## config.mk

```make
export PLATFORM = sky130hd
export DESIGN_NAME = cmdq_issue_ctrl
export DESIGN_NICKNAME = d
export VERILOG_FILES = /design/src/rtl/cmdq_issue_pkg.sv /design/src/rtl/credit_counter.sv /design/src/rtl/cmdq_issue_ctrl.sv
export SDC_FILE = /design/constraint.sdc
export NUM_CORES = 1
export LEC_CHECK = 0
export BUFFER_PORTS_ARGS = -buffer_cell sky130_fd_sc_hd__buf_2
export CAP_MARGIN = 20
export CORE_ASPECT_RATIO = 0.9
export CORE_MARGIN = 10
export CORE_UTILIZATION = 51
export DETAILED_ROUTE_END_ITERATION = 10
export GPL_TIMING_DRIVEN = 1
export PLACE_DENSITY = 0.86
export SYNTH_ARGS = -nofsm -noshare
export SYNTH_HDL_FRONTEND = slang
export SYNTH_SLANG_ARGS = --single-unit
```

## constraint.sdc

```tcl
create_clock -name clk -period 5.95 [get_ports clk]
set_input_delay 1.19 -clock clk [delete_from_list [all_inputs] [get_ports clk]]
set_output_delay 1.19 -clock clk [all_outputs]
set_load 0.05 [all_outputs]
```

## src/rtl/cmdq_issue_pkg.sv

```systemverilog
// Shared types and constants for the cmdq/ximm1q issue controller.
// Holds the issue FSM states, default sizes and the credit-counter width helper.
package cmdq_issue_pkg;

  typedef enum logic [0:0] {
    ST_RUN   = 1'b0,
    ST_DRAIN = 1'b1
  } issue_state_e;

  localparam int DEF_CMDQ_DEPTH = 4;
  localparam int DEF_XIMM_DEPTH = 4;
  localparam int DEF_CMD_W      = 32;
  localparam int DEF_IMM_W      = 64;
  localparam int DEF_CNT_W      = 8;

  // A counter that must represent 0..depth inclusive.
  function automatic int cred_w(input int depth);
    return $clog2(depth + 1);
  endfunction

endpackage

```

## src/rtl/credit_counter.sv

```systemverilog
// Per-queue credit counter: starts full, decrements on enqueue, increments on credit return.
// Flags a sticky error when a credit comes back while the counter is already full.
module credit_counter
  import cmdq_issue_pkg::*;
#(
  parameter int DEPTH = DEF_CMDQ_DEPTH,
  localparam int CW   = cred_w(DEPTH)
) (
  input  logic          clk,
  input  logic          reset_n,
  input  logic          dec,
  input  logic          inc,
  output logic [CW-1:0] cnt,
  output logic          nonzero,
  output logic          full,
  output logic          err
);

  logic [CW-1:0] cnt_r;
  logic [CW-1:0] cnt_next_s;
  logic          err_r;
  logic          err_next_s;
  logic          full_s;
  logic          nonzero_s;

  assign full_s    = (cnt_r == CW'(DEPTH));
  assign nonzero_s = (cnt_r != {CW{1'b0}});

  // Next credit value; a return at full saturates and raises the error flag.
  always_comb begin
    cnt_next_s = cnt_r;
    err_next_s = err_r;
    if (dec && !inc && nonzero_s) begin
      cnt_next_s = cnt_r - CW'(1);
    end else if (inc && !dec && !full_s) begin
      cnt_next_s = cnt_r + CW'(1);
    end else begin
      cnt_next_s = cnt_r;
    end
    if (inc && !dec && full_s) begin
      err_next_s = 1'b1;
    end else begin
      err_next_s = err_r;
    end
  end

  // Credit and error state registers.
  always_ff @(posedge clk or negedge reset_n) begin
    if (!reset_n) begin
      cnt_r <= CW'(DEPTH);
      err_r <= 1'b0;
    end else begin
      cnt_r <= cnt_next_s;
      err_r <= err_next_s;
    end
  end

  assign cnt     = cnt_r;
  assign nonzero = nonzero_s;
  assign full    = full_s;
  assign err     = err_r;

endmodule

```

## src/rtl/cmdq_issue_ctrl.sv

```systemverilog
// Credit-based issue scheduler feeding cmdq and ximm1q from the block decoder.
// Issues both enqueues of a command atomically, replays when credits are short, supports drain.
module cmdq_issue_ctrl
  import cmdq_issue_pkg::*;
#(
  parameter int CMDQ_DEPTH = DEF_CMDQ_DEPTH,
  parameter int XIMM_DEPTH = DEF_XIMM_DEPTH,
  parameter int CMD_W      = DEF_CMD_W,
  parameter int IMM_W      = DEF_IMM_W,
  parameter int CNT_W      = DEF_CNT_W
) (
  input  logic             clk,
  input  logic             reset_n,
  input  logic             io_valid,
  input  logic             io_sigs_enq_cmdq,
  input  logic             io_sigs_enq_ximm1q,
  input  logic [CMD_W-1:0] io_cmd_bits,
  input  logic [IMM_W-1:0] io_imm_bits,
  output logic             io_replay,
  output logic             io_cmdq_valid,
  output logic [CMD_W-1:0] io_cmdq_bits,
  output logic             io_ximm1q_valid,
  output logic [IMM_W-1:0] io_ximm1q_bits,
  input  logic             io_cmdq_deq,
  input  logic             io_ximm1q_deq,
  input  logic             io_drain_req,
  output logic             io_drain_done,
  output logic [CNT_W-1:0] io_replay_cnt,
  input  logic             io_cnt_clr,
  output logic             io_credit_err
);

  localparam int CMDQ_CW = cred_w(CMDQ_DEPTH);
  localparam int XIMM_CW = cred_w(XIMM_DEPTH);

  issue_state_e       state_r;
  issue_state_e       state_next_s;
  logic               ok_s;
  logic               accept_s;
  logic               replay_s;
  logic               issue_c_s;
  logic               issue_x_s;
  logic [CMDQ_CW-1:0] cmdq_cred_s;
  logic [XIMM_CW-1:0] ximm_cred_s;
  logic               cmdq_nz_s;
  logic               ximm_nz_s;
  logic               cmdq_full_s;
  logic               ximm_full_s;
  logic               cmdq_err_s;
  logic               ximm_err_s;
  logic               cmdq_valid_r;
  logic [CMD_W-1:0]   cmdq_bits_r;
  logic               ximm_valid_r;
  logic [IMM_W-1:0]   ximm_bits_r;
  logic [CNT_W-1:0]   replay_cnt_r;

  // Credits come from registers only, so a same-cycle return cannot unblock a command.
  assign ok_s      = (state_r == ST_RUN)
                   && (!io_sigs_enq_cmdq   || cmdq_nz_s)
                   && (!io_sigs_enq_ximm1q || ximm_nz_s);
  assign accept_s  = io_valid && ok_s;
  assign replay_s  = io_valid && !ok_s;
  assign issue_c_s = accept_s && io_sigs_enq_cmdq;
  assign issue_x_s = accept_s && io_sigs_enq_ximm1q;

  credit_counter #(.DEPTH(CMDQ_DEPTH)) u_cmdq_cred (
    .clk     (clk),
    .reset_n (reset_n),
    .dec     (issue_c_s),
    .inc     (io_cmdq_deq),
    .cnt     (cmdq_cred_s),
    .nonzero (cmdq_nz_s),
    .full    (cmdq_full_s),
    .err     (cmdq_err_s)
  );

  credit_counter #(.DEPTH(XIMM_DEPTH)) u_ximm_cred (
    .clk     (clk),
    .reset_n (reset_n),
    .dec     (issue_x_s),
    .inc     (io_ximm1q_deq),
    .cnt     (ximm_cred_s),
    .nonzero (ximm_nz_s),
    .full    (ximm_full_s),
    .err     (ximm_err_s)
  );

  // Issue FSM state register.
  always_ff @(posedge clk or negedge reset_n) begin
    if (!reset_n) begin
      state_r <= ST_RUN;
    end else begin
      state_r <= state_next_s;
    end
  end

  // Drain follows the request level; leaving drain does not wait for completion.
  always_comb begin
    state_next_s = state_r;
    case (state_r)
      ST_RUN: begin
        if (io_drain_req) begin
          state_next_s = ST_DRAIN;
        end else begin
          state_next_s = ST_RUN;
        end
      end
      ST_DRAIN: begin
        if (!io_drain_req) begin
          state_next_s = ST_RUN;
        end else begin
          state_next_s = ST_DRAIN;
        end
      end
      default: begin
        state_next_s = ST_RUN;
      end
    endcase
  end

  // Enqueue pulses and payload registers; payloads only move when their queue is written.
  always_ff @(posedge clk or negedge reset_n) begin
    if (!reset_n) begin
      cmdq_valid_r <= 1'b0;
      ximm_valid_r <= 1'b0;
      cmdq_bits_r  <= {CMD_W{1'b0}};
      ximm_bits_r  <= {IMM_W{1'b0}};
    end else begin
      cmdq_valid_r <= issue_c_s;
      ximm_valid_r <= issue_x_s;
      if (issue_c_s) begin
        cmdq_bits_r <= io_cmd_bits;
      end
      if (issue_x_s) begin
        ximm_bits_r <= io_imm_bits;
      end
    end
  end

  // Saturating replay-cycle counter; clear wins over a concurrent replay.
  always_ff @(posedge clk or negedge reset_n) begin
    if (!reset_n) begin
      replay_cnt_r <= {CNT_W{1'b0}};
    end else if (io_cnt_clr) begin
      replay_cnt_r <= {CNT_W{1'b0}};
    end else if (replay_s && (replay_cnt_r != {CNT_W{1'b1}})) begin
      replay_cnt_r <= replay_cnt_r + CNT_W'(1);
    end
  end

  assign io_replay       = replay_s;
  assign io_cmdq_valid   = cmdq_valid_r;
  assign io_cmdq_bits    = cmdq_bits_r;
  assign io_ximm1q_valid = ximm_valid_r;
  assign io_ximm1q_bits  = ximm_bits_r;
  assign io_drain_done   = (state_r == ST_DRAIN) && cmdq_full_s && ximm_full_s;
  assign io_replay_cnt   = replay_cnt_r;
  assign io_credit_err   = cmdq_err_s || ximm_err_s;

endmodule

```

==> results of run 1 <==
[kinds of logic (layout without fill, tap and decap cells)]
group,after synthesis,in the layout,share of synthesized area (%)
DFF,115,115,60.6
muxes,102,102,24.0
and+or+nand+nor,43,43,6.13
AOI/OAI and AO/OA,29,29,4.29
buffers and inverters,27,259,3.16
xor gates and xnor gates,4,4,0.737
adders and majority gates,3,3,1.10
[cells in the mapped netlist (all sizes together), types with 3 or more instances]
cell and count:
buf 14, o31ai 5, nor2 8, nor4 4, or3 4, nand3 3
dfrtp 113, mux2 97, mux2i 5, a21oi 6, o21ai 5, nand2 6
inv 12, nor3 3
[sequential cells by signal, indices dropped and copies added, names as in the netlist]
signal / flops
io_cmdq_bits: 32
io_cmdq_valid: 1
io_replay_cnt: 8
io_ximm1q_bits: 64
io_ximm1q_valid: 1
state_r: 1
u_cmdq_cred.cnt: 3
u_cmdq_cred.err: 1
u_ximm_cred.cnt: 3
u_ximm_cred.err: 1
[power by group through the flow]
| stage | logic, mW | clock network [mW] | registers [mW] |
|---|---|---|---|
| 2_1_floorplan | 0.421 | 0 | 2.24 |
| 3_3_place_gp | 1.81 | 0 | 1.26 |
| 3_5_place_dp | 1.85 | 0 | 1.28 |
| 4_1_cts | 1.86 | 1.06 | 1.28 |
| 5_1_grt | 1.93 | 1.10 | 1.32 |
| 6_report | 1.84 | 1.04 | 1.28 |
[critical path, stage by stage]
cell     delay [ns]
buf_2          0.12
nor4b_4        0.15
o31ai_2        0.65
inv_1          0.12
buf_2          0.25
[layout by cell type (no fill, tap or decap), types with 3 or more instances in the layout]
| cell | instances |
|---|---|
| or3_1 | 3 |
| nor2_1 | 8 |
| buf_4 | 3 |
| clkbuf_16 | 16 |
| o31ai_1 | 4 |
| clkinv_4 | 3 |
| nand2_1 | 6 |
| a21oi_1 | 6 |
| nand3_1 | 3 |
| clkbuf_8 | 3 |
| nor3_1 | 3 |
| buf_2 | 212 |
| mux2_2 | 97 |
| dfrtp_1 | 113 |
| o21ai_0 | 5 |
| bufinv_16 | 3 |
| mux2i_1 | 5 |
| clkinvlp_4 | 4 |
| inv_1 | 11 |
[routing by layer]
metal	global-route usage [%]	wire length [µm]	part of all wire [%]	vias up
met5	0	0	0	-
met3	12.1	1790	14	8
met4	5.56	119	0.92	0
met2	33.5	6740	52	161
li1	-	-	-	1599
met1	17.6	4250	33	1705
[final cells by class]
type	instances	area, µm²
Fill cell	659	2620
Tap cell	122	153
Timing Repair Buffer	215	1080
Inverter	12	47.5
Multi-Input combinational cell	181	1730
Clock inverter	13	175
Clock buffer	19	442
Sequential cell	115	2880
[worst paths after layout]
| kind | endpoint | slack, ns | cells after the start |
|---|---|---|---|
| max | io_replay | 2.28 | 5 |
| min | u_cmdq_cred.err | 0.47 | 1 |
| max reg2reg | u_cmdq_cred.cnt[2] | 3.22 | 7 |
| min reg2reg | u_cmdq_cred.err | 0.47 | 1 |
| max in group asynchronous | io_cmdq_bits[18] | 3.96 | 2 |
| min in group asynchronous | io_ximm1q_bits[57] | 0.71 | 1 |
[through the flow]
step | cell area, µm² | std cells | worst slack, ns
floorplan | 4760 | 323 | 2.63
global placement | 5890 | 645 | 2.35
detailed placement | 5890 | 645 | 2.30
CTS | 6510 | 677 | 2.27
global route | 6510 | 677 | 2.16
finish | 6510 | 677 | 2.28
==> summary.txt, run 1 <==
Synthesis
  – Post-Synthesis Cells: 323
  – Cell variety after synth: 48
  – EDFF count, synth: 0
  – Share of synthesized registers carrying an async set or reset: 100%
  – Synth area leaders: dfrtp_1, mux2_2, dfstp_2, mux2i_1, nor4b_4
  – Synthesis Warnings: 0
  – Synthesized Nets: 431
  – Area leader, netlist: dfrtp_1
  – Post-synth top flop: dfrtp_1
  – Post-synthesis sequential area ratio: 60.6%
  – Share of the synthesized area in the top cell type: 59.5%
  – Yosys reg bits: 115
  – Synth Cell Area: 0.00476 mm²
  – Syn_area_per_cell: 14.7 µm²

Min path
  – Hold/Removal Path Class: register to register
  – Hold path startpoint: u_cmdq_cred.err

Timing
  – Fin Hold WS: 0.472 ns
  – Setup TNS Final: 0 ns
  – Post-route minimum period: 3.67 ns
  – Final Hold Fails: 0
  – Worst Tran Pin Value: 0.867 ns
  – Max Freq: 273 MHz
  – Normalized max-slew margin: 42.2%
  – Period utilisation layout: 61.6%
  – Max Clock Skew: 0.0137 ns
  – Fin. max-slew vios: 0
  – RSZ-0062 raised after global routing: no
  – Final setup fails: 0

Clocking
  – H-tree lvl count: 4
  – CTS resizes: 0
  – CTS Sinks: 115
  – Root Driver: clkbuf_8
  – TritonCTS clock tree: done
  – # Post-CTS Setup Buffers: 0
  – Clk_lat worst skew: 0.50 ns
  – Cts hold-fix bufs: 0
  – CTS Buf Count: 17
  – CTS Buffer Depth: 2
  – Clk slew on worst S/H paths: 0.06 ns

Worst setup path
  – Crit path DAT: 2.48 ns
  – Required time worst endpoint: 4.76 ns
  – Worst reg2reg startpoint: u_cmdq_cred.cnt[2]
  – Critical Path Source: io_sigs_enq_ximm1q
  – Critical Path Start Type: input pin
  – Critical path class: input pin to output port
  – Setup crit end kind: output port
  – Maximum fanout along the worst path: 12

Floorplanning
  – Die ar.: 0.0136 mm²
  – Starting Density: 52.1%
  – Die W: 122 µm
  – Die H: 112 µm
  – # IOs: 214
  – Row cnt: 33
  – Core box area: 0.00913 mm²

Global routing
  – Initial antenna violation count: 0
  – First-pass GRT wire length: 20.5 mm
  – Global Route Usage Sum: 19.0%
  – Total gr overflow: 0
  – Vias in the first global route: 3,990
  – Largest net degree at the start of global routing: 72

Finish
  – Share of post-route cells with drive strength above 1: 63.8%
  – Final nets: 650
  – Final core occ: 71.3%
  – Ant. Diodes: 0
  – Area grow syn2layout: 36.8%

Pwr
  – Clock power frac: 25.0%
  – Seq pwr share: 30.8%
  – Pwr dens: 638 mW/mm²
  – Sw power: 1.91 mW
  – Static leakage: 3.13 nW
  – Internal power component: 2.24 mW
  – Worst vdd ir: 0.440 mV
  – Switch share: 46.0%
  – Final Power: 4.15 mW
  – Gate power share: 44.3%

Drt
  – Routed vias: 3,473
  – DRT antenna net count: 0
  – DRC viols: 0
  – Wirelength, routed: 12.9 mm
  – Initial DRC Count: 144
  – 1st-pass router iterations: 5
  – Vias/cell: 5.13
  – Routed WL per cell: 19.1 µm

Status
  – Status: completed

Place
  – RD Place Congestion: 0.786
  – Post-DP HPWL: 9.68 mm
  – Buffers added on ports: 213

Run
  – MaxCap Viol Count: 0
Power figures use the tool's default switching activity.
==> run 2, diff against run 1 <==
CORE_UTILIZATION = 47   (was 51)
PLACE_DENSITY = 0.8   (was 0.86)
clock period = 3.5 ns   (was 5.95 ns; I/O delays follow)
==> run 2 against run 1 <==
Cell count up 0.89%. First-iteration DRC count up 34%. Highest routed layer unchanged. Die area up 7.0%. Largest cell class unchanged.
==> summary.txt, run 2 (synthesis gave the netlist of run 1 again) <==
Status
  – Status: completed

Worst setup path
  – Critical Path Max Stage Delay: 0.66 ns (about the same)
  – Critical Path Start Type: register
  – FF-to-FF path depth: 4 (-3)
  – Crit path DAT: 2.16 ns (-0.32 ns)
  – Critical path class: register to output port
  – Slowest cell on the critical path: o31ai_2
  – Maximum fanout along the worst path: 12 (unchanged)
  – Required time worst endpoint: 2.80 ns (-1.96 ns)
  – Setup crit end kind: output port
  – CP Cell Sequence: nor4b_4 -> o31ai_2 -> inv_1 -> buf_2

Floorplanning
  – Row cnt: 34 (+3.0%)
  – # IOs: 214 (unchanged)
  – Starting Density: 48.6% (-3.5 points)
  – Core box area: 0.00978 mm² (+7.2%)
  – Die W: 126 µm (+3.5%)
  – Die ar.: 0.0145 mm² (+7.0%)
  – Die H: 115 µm (+3.4%)

Pwr
  – Worst vdd ir: 0.712 mV (+62%)
  – Switch share: 45.5% (-0.54 points)
  – Pwr dens: 1080 mW/mm² (+69%)
  – Seq pwr share: 30.7% (about the same)
  – Internal power component: 3.84 mW (+71%)
  – Gate power share: 44.4% (about the same)
  – Sw power: 3.20 mW (+68%)
  – Static leakage: 3.14 nW (+0.44%)
  – Clock power frac: 25.0% (about the same)

Run
  – MaxCap Viol Count: 0 (unchanged)

Clocking
  – Root Driver: clkbuf_16
  – H-tree lvl count: 4 (unchanged)
  – # Post-CTS Setup Buffers: 0 (unchanged)
  – Clk slew on worst S/H paths: 0.06 ns (about the same)
  – Cts hold-fix bufs: 0 (unchanged)
  – CTS Buffer Depth: 2 (unchanged)
  – TritonCTS clock tree: done
  – CTS resizes: 0 (unchanged)
  – Clk_lat worst skew: 0.40 ns (-0.10 ns)
  – CTS Buf Count: 17 (unchanged)
  – CTS Sinks: 115 (unchanged)

Timing
  – Normalized max-slew margin: 41.3% (-0.87 points)
  – Setup TNS Final: 0 ns (unchanged)
  – Max Clock Skew: 0.0121 ns (-0.00158 ns)
  – Post-route minimum period: 2.86 ns
  – Final setup fails: 0 (unchanged)
  – Max Freq: 350 MHz
  – Fin. max-slew vios: 0 (unchanged)
  – RSZ-0062 raised after global routing: no
  – Worst Tran Pin Value: 0.880 ns (+0.0131 ns)
  – Period utilisation layout: 81.6%
  – Final Hold Fails: 0 (unchanged)

Finish
  – Fill count: 727 (+10%)
  – Most frequent cells in the layout: buf_2, dfrtp_1, mux2_2
  – Design Area, Final: 0.00652 mm² (+0.21%)
  – Commonest non-fill, non-tap cell in the layout: buf_2
  – Share of post-route cells with drive strength above 1: 63.7% (about the same)
  – Max reg flops: 64 (unchanged)
  – Final nets: 652 (+0.31%)
  – Area grow syn2layout: 37.1%
  – Ant. Diodes: 0 (unchanged)

Global routing
  – GR peak layer: met2
  – Global Route Usage Sum: 17.3% (-1.8 points)
  – First-pass GRT wire length: 20.3 mm (-0.87%)
  – Met1 Use GR: 16.4% (-1.2 points)
  – Largest net degree at the start of global routing: 72 (unchanged)
  – Total gr overflow: 0 (unchanged)
  – Vias in the first global route: 3,994 (+0.10%)
  – Met2 Resource Use GR: 30.7% (-2.8 points)
  – Initial antenna violation count: 0 (unchanged)
  – M3 GR Usage: 10.8% (-1.3 points)

Drt
  – Initial DRC Count: 193 (+34%)
  – 1st-pass router iterations: 5 (unchanged)
  – Vias/cell: 5.04 (-1.7%)
  – DRT antenna net count: 0 (unchanged)
  – Wirelength, routed: 12.5 mm (-2.9%)
  – Routed vias: 3,444 (-0.84%)
  – DRC viols: 0 (unchanged)
  – Routed WL per cell: 18.4 µm (-3.7%)

Min path
  – Hold/Removal Path Class: input pin to asynchronous set/reset pin

Place
  – Post-DP HPWL: 9.65 mm (-0.30%)
  – Buffers added on ports: 213 (unchanged)
  – RD Place Congestion: 0.809 (+2.9%)
  – Area after DPL: 0.00591 mm² (+0.34%)
## run 2: worst paths after layout
kind,start,to,slack [ns]
setup / recovery,u_ximm_cred.cnt[2],io_replay,0.64
hold reg to reg,u_cmdq_cred.err,u_cmdq_cred.err,0.46
hold / removal,reset_n,io_ximm1q_bits[2],0.34
max in group asynchronous,reset_n,io_cmdq_bits[18],2.24
min in group clk,io_drain_req,state_r,0.42
setup reg to reg,u_ximm_cred.cnt[2],io_ximm1q_bits[22],1.13
## run 2: critical path, delay by kind of cell (launching register included)
family	cells	cell delay (ns)
AOI/OAI and AO/OA	1	0.66
and+or+nand+nor	1	0.10
buffers and inverters	2	0.37
DFF	1	0.64
## run 2: per-layer routing
| layer | wire, µm | share of wire, % |
|---|---|---|
| met5 | 0 | 0 |
| met4 | 138 | 1.1 |
| met3 | 1510 | 12 |
| met2 | 6530 | 52 |
| met1 | 4360 | 35 |
## run 2: layout make-up
class | count | area (µm²) | share of cell area, %
Timing Repair Buffer | 217 | 1100 | 16.8
Clock inverter | 12 | 154 | 2.36
Tap cell | 126 | 158 | 2.42
Multi-Input combinational cell | 181 | 1730 | 26.5
Inverter | 12 | 47.5 | 0.729
Clock buffer | 20 | 457 | 7.00
Sequential cell | 115 | 2880 | 44.2
## run 2: power groups by stage
| stage | Clock (mW) | Sequential [mW] | Combinational [mW] |
|---|---|---|---|
| after detailed placement | 0 | 2.17 | 3.16 |
| after CTS | 1.79 | 2.16 | 3.17 |
| after floorplan | 0 | 3.80 | 0.716 |
| final | 1.76 | 2.16 | 3.12 |
| after global placement | 0 | 2.14 | 3.09 |
| after global routing | 1.87 | 2.23 | 3.28 |
## run 2: stage by stage
stage / hold WS (ns) / std cells / total power, mW / worst slack (ns) / util (%)
6_report: 0.337 / 683 / 7.04 / 0.643 / 66.6
5_1_grt: 0.389 / 683 / 7.38 / 0.438 / 66.6
4_1_cts: 0.369 / 683 / 7.12 / 0.632 / 66.6
3_5_place_dp: 0.448 / 651 / 5.33 / 0.812 / 60.4
3_3_place_gp: 0.445 / 651 / 5.23 / 0.862 / 60.4
2_1_floorplan: 0.404 / 323 / 4.52 / 0.901 / -
==> run 3, diff against run 2 <==
clock period = 2.9 ns   (was 3.5 ns; I/O delays follow)
==> run 3 against run 2 <==
Cell count did not move. Worst setup slack worse by 0.29 ns. Cell area about the same. Register-to-register slack worse by 0.52 ns. Combinational power increased by 21%. First-iteration DRC count decreased by 31%. Total power up 19%. Critical path depth stayed put. Core utilization down 0.051 points. Sequential power rose by 20%. Global-route usage shrank 0.41 points. Clock skew shrank 0.0022 ns.
==> summary.txt, run 3 (synthesis gave the netlist of run 1 again) <==
Pwr
  – Clock power frac: 23.8% (-1.2 points)
  – Final Power: 8.37 mW (+19%)
  – Worst vdd ir: 0.858 mV (+20%)
  – Static leakage: 3.14 nW (-0.26%)
  – Internal power component: 4.54 mW (+18%)
  – Pwr dens: 1280 mW/mm² (+19%)
  – Sw power: 3.82 mW (+20%)
  – Switch share: 45.7% (+0.26 points)
  – Gate power share: 45.1% (+0.7 points)
  – Seq pwr share: 31.1% (+0.4 points)

Clocking
  – Clk_lat worst skew: 0.40 ns (about the same)
  – TritonCTS clock tree: done
  – Cts hold-fix bufs: 0 (unchanged)
  – CTS Sinks: 115 (unchanged)
  – Root Driver: clkbuf_16
  – # Post-CTS Setup Buffers: 0 (unchanged)
  – CTS Buffer Depth: 2 (unchanged)
  – H-tree lvl count: 4 (unchanged)
  – CTS Buf Count: 17 (unchanged)
  – Clk slew on worst S/H paths: 0.05 ns (about the same)
  – CTS resizes: 0 (unchanged)

Floorplanning
  – Die W: 126 µm (unchanged)
  – Row cnt: 34 (unchanged)
  – Die ar.: 0.0145 mm² (unchanged)
  – Die H: 115 µm (unchanged)
  – # IOs: 214 (unchanged)
  – Core box area: 0.00978 mm² (unchanged)
  – Starting Density: 48.6% (unchanged)

Finish
  – Most frequent cells in the layout: buf_2, dfrtp_1, mux2_2
  – FF/Latch Area: 0.00288 mm² (unchanged)
  – Final nets: 652 (unchanged)
  – Max reg flops: 64 (unchanged)
  – Final core occ: 66.6% (about the same)
  – Multi-input logic area: 0.00173 mm² (+0.51%)
  – Area grow syn2layout: 37.0% (about the same)
  – Non-Filler Instances: 683 (unchanged)
  – Commonest non-fill, non-tap cell in the layout: buf_2
  – Ant. Diodes: 0 (unchanged)
  – Fill count: 733 (+0.83%)
  – Share of post-route cells with drive strength above 1: 63.4% (-0.36 points)

Place
  – Post-DP HPWL: 9.53 mm (-1.2%)
  – RD Place Congestion: 0.783 (-3.1%)
  – Placed Cells: 651 (unchanged)
  – Buffers added on ports: 213 (unchanged)

Timing
  – Final Hold Fails: 0 (unchanged)
  – Fin. max-slew vios: 0 (unchanged)
  – Fin Hold WS: 0.185 ns (-0.152 ns)
  – Setup TNS Final: 0 ns (unchanged)
  – Normalized max-slew margin: 60.5% (+19 points)
  – Worst Tran Pin Value: 0.593 ns (-0.288 ns)
  – Final setup fails: 0 (unchanged)
  – Max Clock Skew: 0.00998 ns (-0.00216 ns)
  – Max Freq: 392 MHz
  – RSZ-0062 raised after global routing: no
  – Post-route minimum period: 2.55 ns
  – Period utilisation layout: 87.9%

Run
  – MaxCap Viol Count: 0 (unchanged)

Drt
  – Routed vias: 3,418 (-0.75%)
  – Initial DRC Count: 133 (-31%)
  – DRT antenna net count: 0 (unchanged)
  – DR WL met2: 6.49 mm (-0.61%)
  – Vias/cell: 5.00 (-0.75%)
  – Wirelength, routed: 12.5 mm (-0.41%)
  – 1st-pass router iterations: 5 (unchanged)
  – Uppermost layer routed: met4
  – DRC viols: 0 (unchanged)
  – Met3 WL: 1.45 mm (-4.4%)
  – Routed WL per cell: 18.3 µm (-0.41%)
  – Routed met1 length: 4.43 mm (+1.7%)

Worst setup path
  – Crit path DAT: 1.97 ns (-0.19 ns)
  – Maximum fanout along the worst path: 12 (unchanged)
  – Worst reg2reg startpoint: u_cmdq_cred.cnt[2]
  – Reg2reg end: u_cmdq_cred.cnt[2]
  – Setup crit end kind: output port
  – Critical path class: register to output port
  – R2R Setup Slk: 0.61 ns (-0.52 ns)
  – Critical Path Start Type: register
  – Required time worst endpoint: 2.32 ns (-0.48 ns)
  – FF-to-FF path depth: 7 (+3)

Global routing
  – Vias in the first global route: 3,916 (-2.0%)
  – First-pass GRT wire length: 19.9 mm (-2.4%)
  – Global Route Usage Sum: 16.8% (-0.41 points)
  – Initial antenna violation count: 0 (unchanged)
  – Total gr overflow: 0 (unchanged)
  – Largest net degree at the start of global routing: 72 (unchanged)

Status
  – Status: completed

Min path
  – Hold/Removal Path Class: input pin to asynchronous set/reset pin
==> run 3: cell count changes in the layout (fill, tap and decap cells not counted) <==
cell,change
buf_12,+2
buf_4,-2
clkbuf_1,+2
clkinv_2,+2
inv_6,-2
bufinv_16,-1
clkinv_4,-1
o31ai_2,-1
o31ai_4,+1
==> run 3: through the flow <==
| stage | cell area [µm²] | worst slack, ns |
|---|---|---|
| after global routing | 6520 | 0.266 |
| after CTS | 6510 | 0.103 |
| after global placement | 5930 | 0.484 |
| after detailed placement | 5930 | 0.406 |
| final | 6520 | 0.350 |
| after floorplan | 4760 | 0.421 |
==> run 3: layout make-up <==
cell class	instances	area share [%]
Inverter	12	0.730
Timing Repair Buffer	217	17.2
Tap cell	126	2.42
Multi-Input combinational cell	181	26.6
Sequential cell	115	44.2
Clock inverter	10	1.65
Clock buffer	22	7.13
==> run 3: power groups by stage <==
stage	Sequential, mW	Combinational (mW)	Clock [mW]
2_1_floorplan	4.59	0.864	0
5_1_grt	2.70	3.95	2.10
3_5_place_dp	2.62	3.81	0
3_3_place_gp	2.57	3.74	0
6_report	2.60	3.77	1.99
4_1_cts	2.61	3.82	2.03
==> run 3: how the worst max path moves through the flow <==
stage                     slack [ns]  cells past startpoint                  to          startpoint
final                           0.35                      4           io_replay  u_ximm_cred.cnt[2]
after global routing            0.27                      4           io_replay  u_ximm_cred.cnt[2]
after CTS                       0.10                      4           io_replay  u_ximm_cred.cnt[2]
after detailed placement        0.41                      5           io_replay  io_sigs_enq_ximm1q
after global placement          0.48                      5           io_replay  io_sigs_enq_ximm1q
after floorplan                 0.42                      8  u_ximm_cred.cnt[2]  io_sigs_enq_ximm1q
==> run 3: worst max-delay path: stages (launching register included) <==
cell and delay, ns:
dfstp_2 0.63, nor4b_4 0.10, o31ai_4 0.48, inv_1 0.12, buf_2 0.24
==> run 3: routing by layer <==
layer  vias to the layer above  global-route usage (%)
li1                       1614                       -
met1                      1659                    16.4
met2                       134                    29.6
met3                        11                    10.1
met4                         0                    5.16
met5                         -                       0
